$ cat src/rtl/hazard_ctrl_pkg.sv
// core: shared hazard-controller state encoding and register constants
package core;
    typedef enum logic [1:0] {HZ_RUN, HZ_MD_BUSY, HZ_FLUSH} hz_state_t;
    localparam logic [4:0] REG_ZERO = 5'd0;
endpackage

$ cat src/rtl/hazard_ctrl_sat_counter.sv
// sat_counter: up counter that sticks at all-ones instead of wrapping
module sat_counter #(
    parameter int W = 32
) (
    input  logic         clk,
    input  logic         rst,
    input  logic         inc,
    input  logic         clr,
    output logic [W-1:0] cnt
);
    always_ff @(posedge clk or negedge rst) begin
        if (!rst) cnt <= '0;
        else if (clr) cnt <= '0;
        else if (inc && cnt != '1) cnt <= cnt + 1'b1;
    end
endmodule

$ cat src/rtl/hazard_ctrl.sv
// hazard_ctrl: stall/hold/flush scheduling for the IF/ID/EX front end
module hazard_ctrl
    import core::*;
#(
    parameter int FLUSH_CYCLES = 1,
    parameter int MD_TIMEOUT   = 64,
    parameter int CNT_W        = 32
) (
    input  logic             clk,
    input  logic             rst,
    input  logic             id_valid_i,
    input  logic [4:0]       id_rs1_i,
    input  logic [4:0]       id_rs2_i,
    input  logic             id_use_rs1_i,
    input  logic             id_use_rs2_i,
    input  logic             id_is_md_i,
    input  logic             ex_valid_i,
    input  logic             ex_is_load_i,
    input  logic [4:0]       ex_rd_i,
    input  logic             redirect_i,
    input  logic             md_done_i,
    output logic             if_stall_o,
    output logic             id_stall_o,
    output logic             if_flush_o,
    output logic             id_flush_o,
    output logic             ex_hold_o,
    output logic             md_timeout_o,
    output logic [CNT_W-1:0] stall_cnt_o,
    output logic [CNT_W-1:0] flush_cnt_o
);
    localparam int WD_W = $clog2(MD_TIMEOUT + 1);
    localparam logic [WD_W-1:0] WD_LAST = WD_W'(MD_TIMEOUT - 1);
    localparam logic [2:0] FC_LOAD = 3'(FLUSH_CYCLES - 1);

    hz_state_t       state;
    logic [2:0]      fcnt;
    logic [WD_W-1:0] wd;
    logic            luse, accept, md_hold, flush, stall, md_enter;

    assign luse = ex_valid_i & ex_is_load_i & (ex_rd_i != REG_ZERO) & id_valid_i &
                  ((id_use_rs1_i & (id_rs1_i == ex_rd_i)) | (id_use_rs2_i & (id_rs2_i == ex_rd_i)));
    // a mul/div in flight is the oldest instruction, so redirects seen then are dropped
    assign accept   = redirect_i & (state != HZ_MD_BUSY);
    assign md_hold  = (state == HZ_MD_BUSY) & !md_done_i;
    assign flush    = accept | (state == HZ_FLUSH);
    assign stall    = !flush & (md_hold | ((state == HZ_RUN) & luse));
    assign md_enter = (state == HZ_RUN) & !redirect_i & !luse & id_valid_i & id_is_md_i;

    assign if_stall_o = stall;
    assign id_stall_o = stall;
    assign if_flush_o = flush;
    assign id_flush_o = flush;
    assign ex_hold_o  = md_hold;

    always_ff @(posedge clk or negedge rst) begin
        if (!rst) begin
            state        <= HZ_RUN;
            fcnt         <= '0;
            wd           <= '0;
            md_timeout_o <= 1'b0;
        end else if (accept) begin
            fcnt  <= FC_LOAD;
            state <= (FLUSH_CYCLES > 1) ? HZ_FLUSH : HZ_RUN;
        end else if (state == HZ_FLUSH) begin
            fcnt <= fcnt - 3'd1;
            if (fcnt <= 3'd1) state <= HZ_RUN;
        end else if (md_enter) begin
            state <= HZ_MD_BUSY;
            wd    <= '0;
        end else if (state == HZ_MD_BUSY) begin
            if (md_done_i) state <= HZ_RUN;
            else if (wd == WD_LAST) begin
                md_timeout_o <= 1'b1;
                state        <= HZ_RUN;
            end else wd <= wd + 1'b1;
        end
    end

    sat_counter #(.W(CNT_W)) u_stall_cnt (
        .clk(clk), .rst(rst), .inc(stall), .clr(1'b0), .cnt(stall_cnt_o)
    );

    sat_counter #(.W(CNT_W)) u_flush_cnt (
        .clk(clk), .rst(rst), .inc(accept), .clr(1'b0), .cnt(flush_cnt_o)
    );
endmodule

$ cat config.mk
export PLATFORM = sky130hd
export DESIGN_NAME = hazard_ctrl
export DESIGN_NICKNAME = d
export VERILOG_FILES = /design/src/rtl/hazard_ctrl_pkg.sv /design/src/rtl/hazard_ctrl_sat_counter.sv /design/src/rtl/hazard_ctrl.sv
export SDC_FILE = /design/constraint.sdc
export NUM_CORES = 1
export LEC_CHECK = 0
export CAP_MARGIN = 20
export CORE_ASPECT_RATIO = 1.4
export CORE_MARGIN = 2
export CORE_UTILIZATION = 40
export DETAILED_ROUTE_END_ITERATION = 10
export PLACE_DENSITY = 0.75
export SLEW_MARGIN = 20
export SYNTH_ARGS = -nofsm -noshare
export SYNTH_HDL_FRONTEND = slang
export SYNTH_SLANG_ARGS = --single-unit
$ cat constraint.sdc
create_clock -name clk -period 2.35 [get_ports clk]
set_clock_uncertainty 0.05 [all_clocks]
set_input_delay 0.3525 -clock clk [delete_from_list [all_inputs] [get_ports clk]]
set_output_delay 0.3525 -clock clk [all_outputs]
set_load 0.02 [all_outputs]
==> metrics.cfg, run 1 <==
[floorplan]
dieArea_mm2=0.0105
die_h_um=120
die_w_um=87.1
core_mm2=0.00946
num_io_pins=95
initial_core_util_pct=40.9
core.rowCount=42

[drt]
drc=0
dr_total_vias=3384
wire_per_inst_um=16.0
vias_per_cell=5.51
routed_wl_um=9820
drt_first_iter_violations=135
ant_nets=0
drtPass1Iterations=4

[pwr]
pwr-share-clk_pct=40.6
p_leak_uw=0.00241
power_frac_seq_pct=42.4
finalPower_uw=3450
p_switching_uw=936
peakVddDrop_uv=457
switching_share_pct=27.1
p_int_uw=2520
combPwrFrac_pct=17.1
powerDensity_mw_per_mm2=626

[synth]
synth_edf_count=0
synth.distinct_cells=54
yosys-top-cells-area=dfrtp_1, xnor2_1, xor2_1
seq_area_frac_synth_pct=47.2
ys.flop_type=dfrtp_1
synth_seq_cells=73
yosys_warnings=0
syn-cell-area_mm2=0.00387
synth_top_area_share_pct=47.2
syn_inst=365
yosys.area.top_type=dfrtp_1
syn_avg_cell_area_um2=10.6
ys_async_sr_fraction_pct=100
syn_nets=393

[global_routing]
grt_overflow=0
antenna_found_initial=0
grt_pass1_wl_um=16400
grt_max_degree=40
track_usage_pct=20.0
first_global_vias=3459

[outcome]
status=completed

[clocking]
clock_latency_ns=0.34
cts.reportedPaths.clkPinSlew_ns=0.05
clkSinkCount=73
cts_root_buffer=clkbuf_16
cts_tree=built
cts_buffers=9
htreeDepth=3
cts_max_path_buffers=2

[sta]
fmax_mhz=439
min_period_ns=2.28
finalHoldViolCount=0
setup_viol=0
fin_crit_sh_pct=97.0
slew_violations=0
slew_headroom_pct=56.5
grt_setup_unrepaired=false
finalWorstSetupSlack_ns=0.0707
worstMarginPinSlew_ns=0.646
holdWs_ns=0.429

[finish]
drive_gt1_share_pct=15.7
num_antenna_cells=0
nFillCells=803
fin_area_mm2=0.00552
area_growth_syn_to_layout_pct=42.5
fin_nets=527
fin_cells=614

[min_path]
hold_class=flop to flop

[placement]
place.gp.congestion=0.837
dp_slack_ns=-0.562
port_buffers=94
dp.cells=596
dpl.hpwl_um=7350
dpl-instance-area_mm2=0.00517

[critical_path]
cp_data_required_time_ns=1.95
end_kind=primary output
critPathLaunchType=primary input
path_class=primary input to primary output
crit_arrival_ns=1.88
crit_fanout=4

[job]
cap_violations=0

-- power groups by stage --
stage	sequential, uW	clock [uW]	combinational, uW
2_1_floorplan	1540	0	200
3_3_place_gp	1470	0	573
3_5_place_dp	1480	0	588
4_1_cts	1460	1440	595
5_1_grt	1470	1480	641
6_report	1460	1400	589
-- cells in the final DEF, fill, tap and decap left out, types with 11 or more instances in the layout --
master           instances
nand4_1                 28
nand2_1                 31
nor2_1                  15
nand3_1                 27
a21oi_1                 11
xnor2_1                 50
buf_4                   40
dfrtp_1                 73
xor2_1                  24
and3_1                  11
clkdlybuf4s50_1         89
-- layer usage --
layer | part of all wire (%) | GRT usage (%) | vias up | wire [um]
met5 | 0 | 0 | - | 0
met4 | 3.8 | 9.04 | 0 | 375
met3 | 6.8 | 4.98 | 31 | 668
met2 | 49 | 33.1 | 157 | 4800
met1 | 41 | 24.4 | 1613 | 3980
li1 | - | - | 1583 | -
-- worst max-delay path, stage by stage --
cell and delay [ns]:
clkdlybuf4s50_1 0.44, nand2b_1 0.22, inv_1 0.10, buf_4 0.14
clkdlybuf4s50_1 0.61
-- metrics by stage --
step	utilization [%]	setup TNS [ns]
finish	58.3	0
detailed placement	54.7	-8.13
floorplan	-	0
global route	58.3	0
global placement	54.7	-6.40
CTS	58.1	0
-- layout make-up --
type	instances	area [um2]	area share, %
multi-input combinational	275	1970	35.7
sequential	73	1830	33.1
timing repair buffer	134	1250	22.7
clock buffer	12	256	4.65
tap	110	138	2.49
clock inverter	4	51.3	0.930
inverter	6	22.5	0.408
-- Yosys cell counts (4+ instances only) --
library cell	count
dfrtp_1	73
xnor2_1	50
nand2_1	31
nand4_1	28
nand3_1	27
xor2_1	24
nor2_1	15
a21oi_1	11
and3_1	11
nor3_1	7
and4_1	6
inv_1	6
clkbuf_1	5
buf_6	4
nor4_1	4
nor4b_2	4
-- worst paths after layout --
check                                                  end  cells after the start  slack [ns]                       startpoint
setup / recovery                                 ex_hold_o                      5        0.07                        md_done_i
hold / removal                    md_timeout_o$_DFFE_PN0P_                      1        0.43         md_timeout_o$_DFFE_PN0P_
setup reg to reg            u_stall_cnt.cnt[1]$_DFFE_PN0P_                      5        0.12  u_stall_cnt.cnt[25]$_DFFE_PN0P_
hold reg to reg                   md_timeout_o$_DFFE_PN0P_                      1        0.43         md_timeout_o$_DFFE_PN0P_
max in group asynchronous  u_stall_cnt.cnt[30]$_DFFE_PN0P_                      3        1.17                              rst
min in group asynchronous  u_flush_cnt.cnt[19]$_DFFE_PN0P_                      2        0.49                              rst
-- cells by family after synthesis --
group / share of synthesized area [%]
fa+ha+maj: 0.970
buf+inv: 2.62
compound gates: 4.56
mux: 0.582
xor+xnor: 16.7
flops: 47.2
simple gates: 27.3
-- state kept, by name, summed over array words and instances (netlist names) --
signal and flops:
md_timeout_o 1, state 1, u_flush_cnt.cnt 32, u_stall_cnt.cnt 32
wd 7
-- what timing repair did --
item / 4_1_cts / 5_1_grt
resized for setup: 12 / 4
pin swaps: 1 / 0
endpoints found under the hold margin: 20 / 0
hold buffers: 1 / 0
buffers inserted: 1 / 0
setup endpoints to repair: 2 / 4
(Power assumes the default switching activity.)
==> run 2, diff against run 1 <==
--- a/config.mk
+++ b/config.mk
@@ -10,8 +10,9 @@
 export CORE_MARGIN = 2
 export CORE_UTILIZATION = 40
 export DETAILED_ROUTE_END_ITERATION = 10
-export PLACE_DENSITY = 0.75
+export PLACE_DENSITY = 0.73
 export SLEW_MARGIN = 20
 export SYNTH_ARGS = -nofsm -noshare
 export SYNTH_HDL_FRONTEND = slang
+export SYNTH_HIERARCHICAL = 1
 export SYNTH_SLANG_ARGS = --single-unit
==> run 2 against run 1 <==
Against the previous run:
- sequential cell count unchanged
- die area up 14%
- combinational power shrank 48%
- global-route usage grew 0.73 points
- final cell count rose by 23%
- critical path depth rose by 5
==> metrics.cfg, run 2 <==
[outcome]
status=completed

[finish]
area_growth_syn_to_layout_pct=42.6
num_antenna_cells=0
layout_commonest_cell=clkdlybuf4s50_1
layout_common_cells=clkdlybuf4s50_1, dfrtp_1, nor2_1
regArea_mm2=0.00183
nFillCells=952
drive_gt1_share_pct=22.5
fin_nets=637
multi_input_area_mm2=0.00269
fin_area_mm2=0.00631
fin_cells=755
top_regs=u_flush_cnt/cnt: 32 flops, u_stall_cnt/cnt: 32 flops, wd: 7 flops

[synth]
syn-cell-area_mm2=0.00442
synth_edf_count=0
yosys.area.top_type=dfrtp_1
synth.distinct_cells=55
syn_inst=473
seq_area_frac_synth_pct=41.3
synth_common_cells=dfrtp_1, nor2_1, nand2_1, nand3_1, a21oi_1
ys.flop_type=dfrtp_1
yosys_warnings=6
yosysMostFrequentCell=dfrtp_1
syn_avg_cell_area_um2=9.35
yosys-top-cells-area=dfrtp_1, nor2_1, xnor2_1
ys_async_sr_fraction_pct=100
synth_seq_cells=73
synth_top_area_share_pct=41.3

[min_path]
min-delay-start=md_timeout_o$_DFFE_PN0P_
hold_class=flop to flop
hold_depth=2
hold_end=md_timeout_o$_DFFE_PN0P_

[critical_path]
crit_path_top_delay_cell=clkdlybuf4s50_1
crit_chain=clkdlybuf4s50_1, nand3_2, a21oi_4, nand2_2, o21ai_4, and3_4, nand4_1, a21o_4, or4_1, a21oi_1
slowest_delay_ns=0.48
reg2reg_slack_ns=0.14
end_kind=flop
cp_data_required_time_ns=2.56
reg2reg_from=u_stall_cnt/cnt[0]$_DFFE_PN0P_
cp-startpoint=ex_is_load_i
path_class=primary input to flop
r2r-end=u_stall_cnt/cnt[3]$_DFFE_PN0P_
critPathLaunchType=primary input
crit_fanout=6
ff2ff_path_depth=7
crit_arrival_ns=2.54

[drt]
routed_wl_um=12200
vias_per_cell=5.55
ant_nets=0
dr_total_vias=4189
drc=0
wire_per_inst_um=16.1
drt_first_iter_violations=177
drtPass1Iterations=5

[pwr]
finalPower_uw=3090
p_leak_uw=0.00257
peakVddDrop_uv=341
powerDensity_mw_per_mm2=490

[sta]
grt_setup_unrepaired=true
fmax_mhz=429
slew_headroom_pct=59.1
fin_tns_setup_ns=0
setup_viol=0
worstMarginPinSlew_ns=0.609
slew_violations=0
finalHoldViolCount=0
fin_crit_sh_pct=99.2
min_period_ns=2.33

[clocking]
cts_root_buffer=clkbuf_16
clkSinkCount=73
clock_latency_ns=0.33
cts_tree=built
cts_max_path_buffers=2
cts_buffers=9
htreeDepth=3
cts.reportedPaths.clkPinSlew_ns=0.05

[placement]
port_buffers=94
dpl.hpwl_um=8800
dpl-instance-area_mm2=0.00581
dp.cells=734
place.gp.congestion=0.879

[job]
cap_violations=0

[global_routing]
antenna_found_initial=0
grt_pass1_wl_um=19900
track_usage_pct=20.8
grt_max_degree=33
first_global_vias=4320
grt_overflow=0

[floorplan]
initial_core_util_pct=40.9
core_mm2=0.0108
core.rowCount=45
num_io_pins=95
die_h_um=128
die_w_um=92.9
dieArea_mm2=0.0119

==> run 2: changes by cell type after synthesis, moves of 6 or more <==
cell      previous run  this run
nor2_1              15        56
or3_1                2        10
inv_1                6        16
a211oi_1             1        10
nand4_1             28        13
o21ai_0              3        12
xnor2_1             50        22
and2_1               3         9
xor2_1              24        17
mux2_2               2        11
nor4_1               4        10
a21oi_1             11        23
a21o_1               0         6
nor2b_1              2        13
==> run 2: logic make-up (layout without fill, tap and decap cells) <==
| kind of cell | after synthesis | in the layout | share of synthesized area [%] |
|---|---|---|---|
| buffers and inverters | 32 | 165 | 3.17 |
| AND/OR/NAND/NOR | 231 | 231 | 29.9 |
| AO/OA/AOI/OAI | 77 | 78 | 12.6 |
| XOR/XNOR | 39 | 39 | 7.72 |
| adder cells (fa/ha/maj) | 3 | 3 | 0.849 |
| flip-flops | 73 | 73 | 41.3 |
| other | 1 | 8 | 0.0848 |
| multiplexers | 17 | 17 | 4.38 |
==> run 2: how the worst max path moves through the flow <==
stage	endpoint
after global placement	u_stall_cnt/cnt[23]$_DFFE_PN0P_
after floorplan	u_stall_cnt/cnt[23]$_DFFE_PN0P_
after global routing	u_stall_cnt/cnt[21]$_DFFE_PN0P_
after CTS	u_stall_cnt/cnt[23]$_DFFE_PN0P_
after detailed placement	u_stall_cnt/cnt[21]$_DFFE_PN0P_
final	u_stall_cnt/cnt[21]$_DFFE_PN0P_
==> run 2: stage by stage <==
| stage | utilization, % | hold WS (ns) | setup WS [ns] |
|---|---|---|---|
| finish | 58.3 | 0.422 | 0.0193 |
| detailed placement | 53.7 | 0.252 | -0.746 |
| global placement | 53.7 | 0.249 | -0.670 |
| global route | 58.3 | 0.451 | -0.0384 |
| floorplan | - | 0.00691 | -0.252 |
| CTS | 57.0 | 0.423 | -0.0998 |
==> run 2: per-layer routing <==
layer	vias to the layer above	wire [um]	GRT usage, %
met4	0	362	9.95
met2	139	6710	38.8
met3	37	583	4.45
met1	2042	4530	21.9
li1	1971	-	-
met5	-	0	0
==> run 2: power by group <==
group | internal (uW) | leakage (uW) | total (uW) | switching [uW]
clock | 967 | 0.000162 | 1470 | 507
combinational | 141 | 0.00140 | 308 | 168
sequential | 1280 | 0.00101 | 1310 | 28.8
total | 2390 | 0.00257 | 3090 | 703
==> run 2: worst max-delay path, delay by kind of cell <==
family | cells | cell delay (ns)
compound gates | 4 | 0.70
buf+inv | 1 | 0.48
simple gates | 5 | 0.99
==> run 2: final cells by class <==
| class | instances | area share (%) |
|---|---|---|
| tap | 141 | 2.80 |
| inverter | 16 | 0.952 |
| timing repair buffer | 133 | 19.4 |
| sequential | 73 | 29.0 |
| clock buffer | 15 | 4.72 |
| clock inverter | 1 | 0.476 |
| multi-input combinational | 376 | 42.6 |
==> run 2: repair_timing <==
action | 4_1_cts | 5_1_grt
setup buffers | 1 | 2
gates cloned | 1 | 0
hold endpoints to repair | 14 | 0
setup endpoints to repair | 29 | 20
hold buffers | 1 | 0
pin swaps | 12 | 15
gates resized for setup | 52 | 36
==> run 3, diff against run 2 <==
--- a/config.mk
+++ b/config.mk
@@ -6,11 +6,13 @@
 export NUM_CORES = 1
 export LEC_CHECK = 0
 export CAP_MARGIN = 20
+export CELL_PAD_IN_SITES_DETAIL_PLACEMENT = 1
+export CELL_PAD_IN_SITES_GLOBAL_PLACEMENT = 2
 export CORE_ASPECT_RATIO = 1.4
 export CORE_MARGIN = 2
-export CORE_UTILIZATION = 40
+export CORE_UTILIZATION = 31
 export DETAILED_ROUTE_END_ITERATION = 10
-export PLACE_DENSITY = 0.73
+export PLACE_DENSITY = 0.88
 export SLEW_MARGIN = 20
 export SYNTH_ARGS = -nofsm -noshare
 export SYNTH_HDL_FRONTEND = slang
==> run 3 against run 2 <==
Against the previous run:
- via count fell by 0.88%
- routed wire length rose by 13%
- sequential share of layout area decreased by 0.39 points
- clock power decreased by 3%
- non-clock buffer count is 5 higher
- critical path depth did not move
- hold slack worse by 0.0078 ns
- total power is 1.7% lower
- core utilization fell by 12 points
==> metrics.cfg, run 3 (synthesized netlist as in run 2, its figures left out) <==
[outcome]
status=completed

[finish]
layout_commonest_cell=dfrtp_1
top_regs=u_flush_cnt/cnt: 32 flops, u_stall_cnt/cnt: 32 flops, wd: 7 flops
num_antenna_cells=0
drive_gt1_share_pct=24.4
fin_nets=642
area_growth_syn_to_layout_pct=44.5
final_util_pct=45.9
layout_common_cells=dfrtp_1, clkdlybuf4s50_1, nor2_1

[sta]
finalWorstSetupSlack_ns=0.00225
min_period_ns=2.35
setup_viol=0
slew_headroom_pct=49.7
slew_violations=0
fin_crit_sh_pct=99.9
grt_setup_unrepaired=true
fmax_mhz=426
worstMarginPinSlew_ns=0.749
finalHoldViolCount=0

[floorplan]
initial_core_util_pct=31.8
die_w_um=105
dieArea_mm2=0.0153
num_io_pins=95
core_mm2=0.0139
core.rowCount=51
die_h_um=145

[clocking]
cts.reportedPaths.clkPinSlew_ns=0.06
cts_max_path_buffers=2
cts_root_buffer=clkbuf_16
clkSinkCount=73
htreeDepth=3
cts_tree=built
clock_latency_ns=0.34
cts_buffers=9

[critical_path]
end_kind=flop
crit_arrival_ns=2.56
crit_fanout=6
critPathLaunchType=primary input
path_class=primary input to flop
reg2reg_slack_ns=0.13
cp_data_required_time_ns=2.56

[job]
cap_violations=0

[global_routing]
grt_pass1_wl_um=22700
track_usage_pct=18.2
grt_max_degree=53
grt_overflow=0
antenna_found_initial=0
first_global_vias=4610

[pwr]
finalPower_uw=3040
powerDensity_mw_per_mm2=476
p_leak_uw=0.00259
peakVddDrop_uv=276

[drt]
drc=0
drtPass1Iterations=4
drt_first_iter_violations=102
wire_per_inst_um=17.1
vias_per_cell=5.16
routed_wl_um=13800
dr_total_vias=4152
ant_nets=0

[placement]
dpl.hpwl_um=10200
place.gp.congestion=0.779
dp_slack_ns=-0.818
port_buffers=94

[min_path]
hold_class=flop to flop

-- run 3: changes by cell type in the layout (fill, tap and decap cells not counted), sizes merged --
cell / before / now
buf: 46 / 56
clkbuf: 19 / 11
clkdlybuf4s15: 4 / 1
clkinv: 0 / 3
clkdlybuf4s50: 74 / 72
clkinvlp: 0 / 2
dlygate4sd2: 1 / 3
dlymetal6s2s: 3 / 4
-- run 3: final cells by class --
type                       instances  area [um2]
clock buffer                      10         239
inverter                          16        60.1
sequential                        73        1830
multi-input combinational        376        2710
clock inverter                     6        67.6
timing repair buffer             138        1250
tap                              185         231
fill                            1658        7520
-- run 3: power breakdown --
part / switching [uW] / internal, uW
Clock: 565 / 853
Sequential: 28.6 / 1280
Combinational: 172 / 141
-- run 3: routing by layer --
layer | wire (um) | share of wire, % | GRT usage, % | vias to the layer above
met3 | 380 | 2.8 | 3.40 | 13
li1 | - | - | - | 1980
met1 | 5380 | 39 | 19.5 | 2082
met2 | 7810 | 57 | 35.2 | 77
met4 | 182 | 1.3 | 5.73 | 0
met5 | 0 | 0 | 0 | -
-- run 3: path summary, 6_finish.rpt --
check                                         startpoint                         endpoint  cells after the start
worst min register to register  md_timeout_o$_DFFE_PN0P_         md_timeout_o$_DFFE_PN0P_                      2
worst max-delay path                         id_rs2_i[0]  u_stall_cnt/cnt[21]$_DFFE_PN0P_                     10
max in group asynchronous                            rst   u_flush_cnt/cnt[8]$_DFFE_PN0P_                      3
worst max register to register      state[0]$_DFFE_PN0P_  u_stall_cnt/cnt[21]$_DFFE_PN0P_                      8
min in group asynchronous                            rst  u_flush_cnt/cnt[16]$_DFFE_PN0P_                      2
worst min-delay path            md_timeout_o$_DFFE_PN0P_         md_timeout_o$_DFFE_PN0P_                      2
-- run 3: worst max-delay path, cell delays in order --
cell	delay [ns]
buf_8	0.10
xor2_4	0.17
nor4_4	0.32
a22oi_2	0.15
o21ai_4	0.16
and3_4	0.20
nand4_1	0.13
a21o_4	0.26
or4_4	0.55
a21oi_2	0.15
-- run 3: timing repair --
action | in CTS | in global routing
endpoints found under the setup margin | 31 | 20
endpoints found under the hold margin | 21 | 0
buffers inserted | 3 | 3
hold buffers | 1 | 0
gates cloned | 1 | 0
pin swaps | 16 | 14
resized for setup | 61 | 35
-- run 3: metrics by stage --
step | hold WS [ns] | instance area (um2) | TNS (ns) | instances
2_1_floorplan | 0.00691 | 4510 | -2.21 | 480
3_3_place_gp | 0.317 | 5880 | -17.77 | 780
3_5_place_dp | 0.331 | 5880 | -20.15 | 780
4_1_cts | 0.425 | 6240 | -0.0283 | 801
5_1_grt | 0.447 | 6390 | -0.135 | 804
6_report | 0.414 | 6390 | 0 | 804
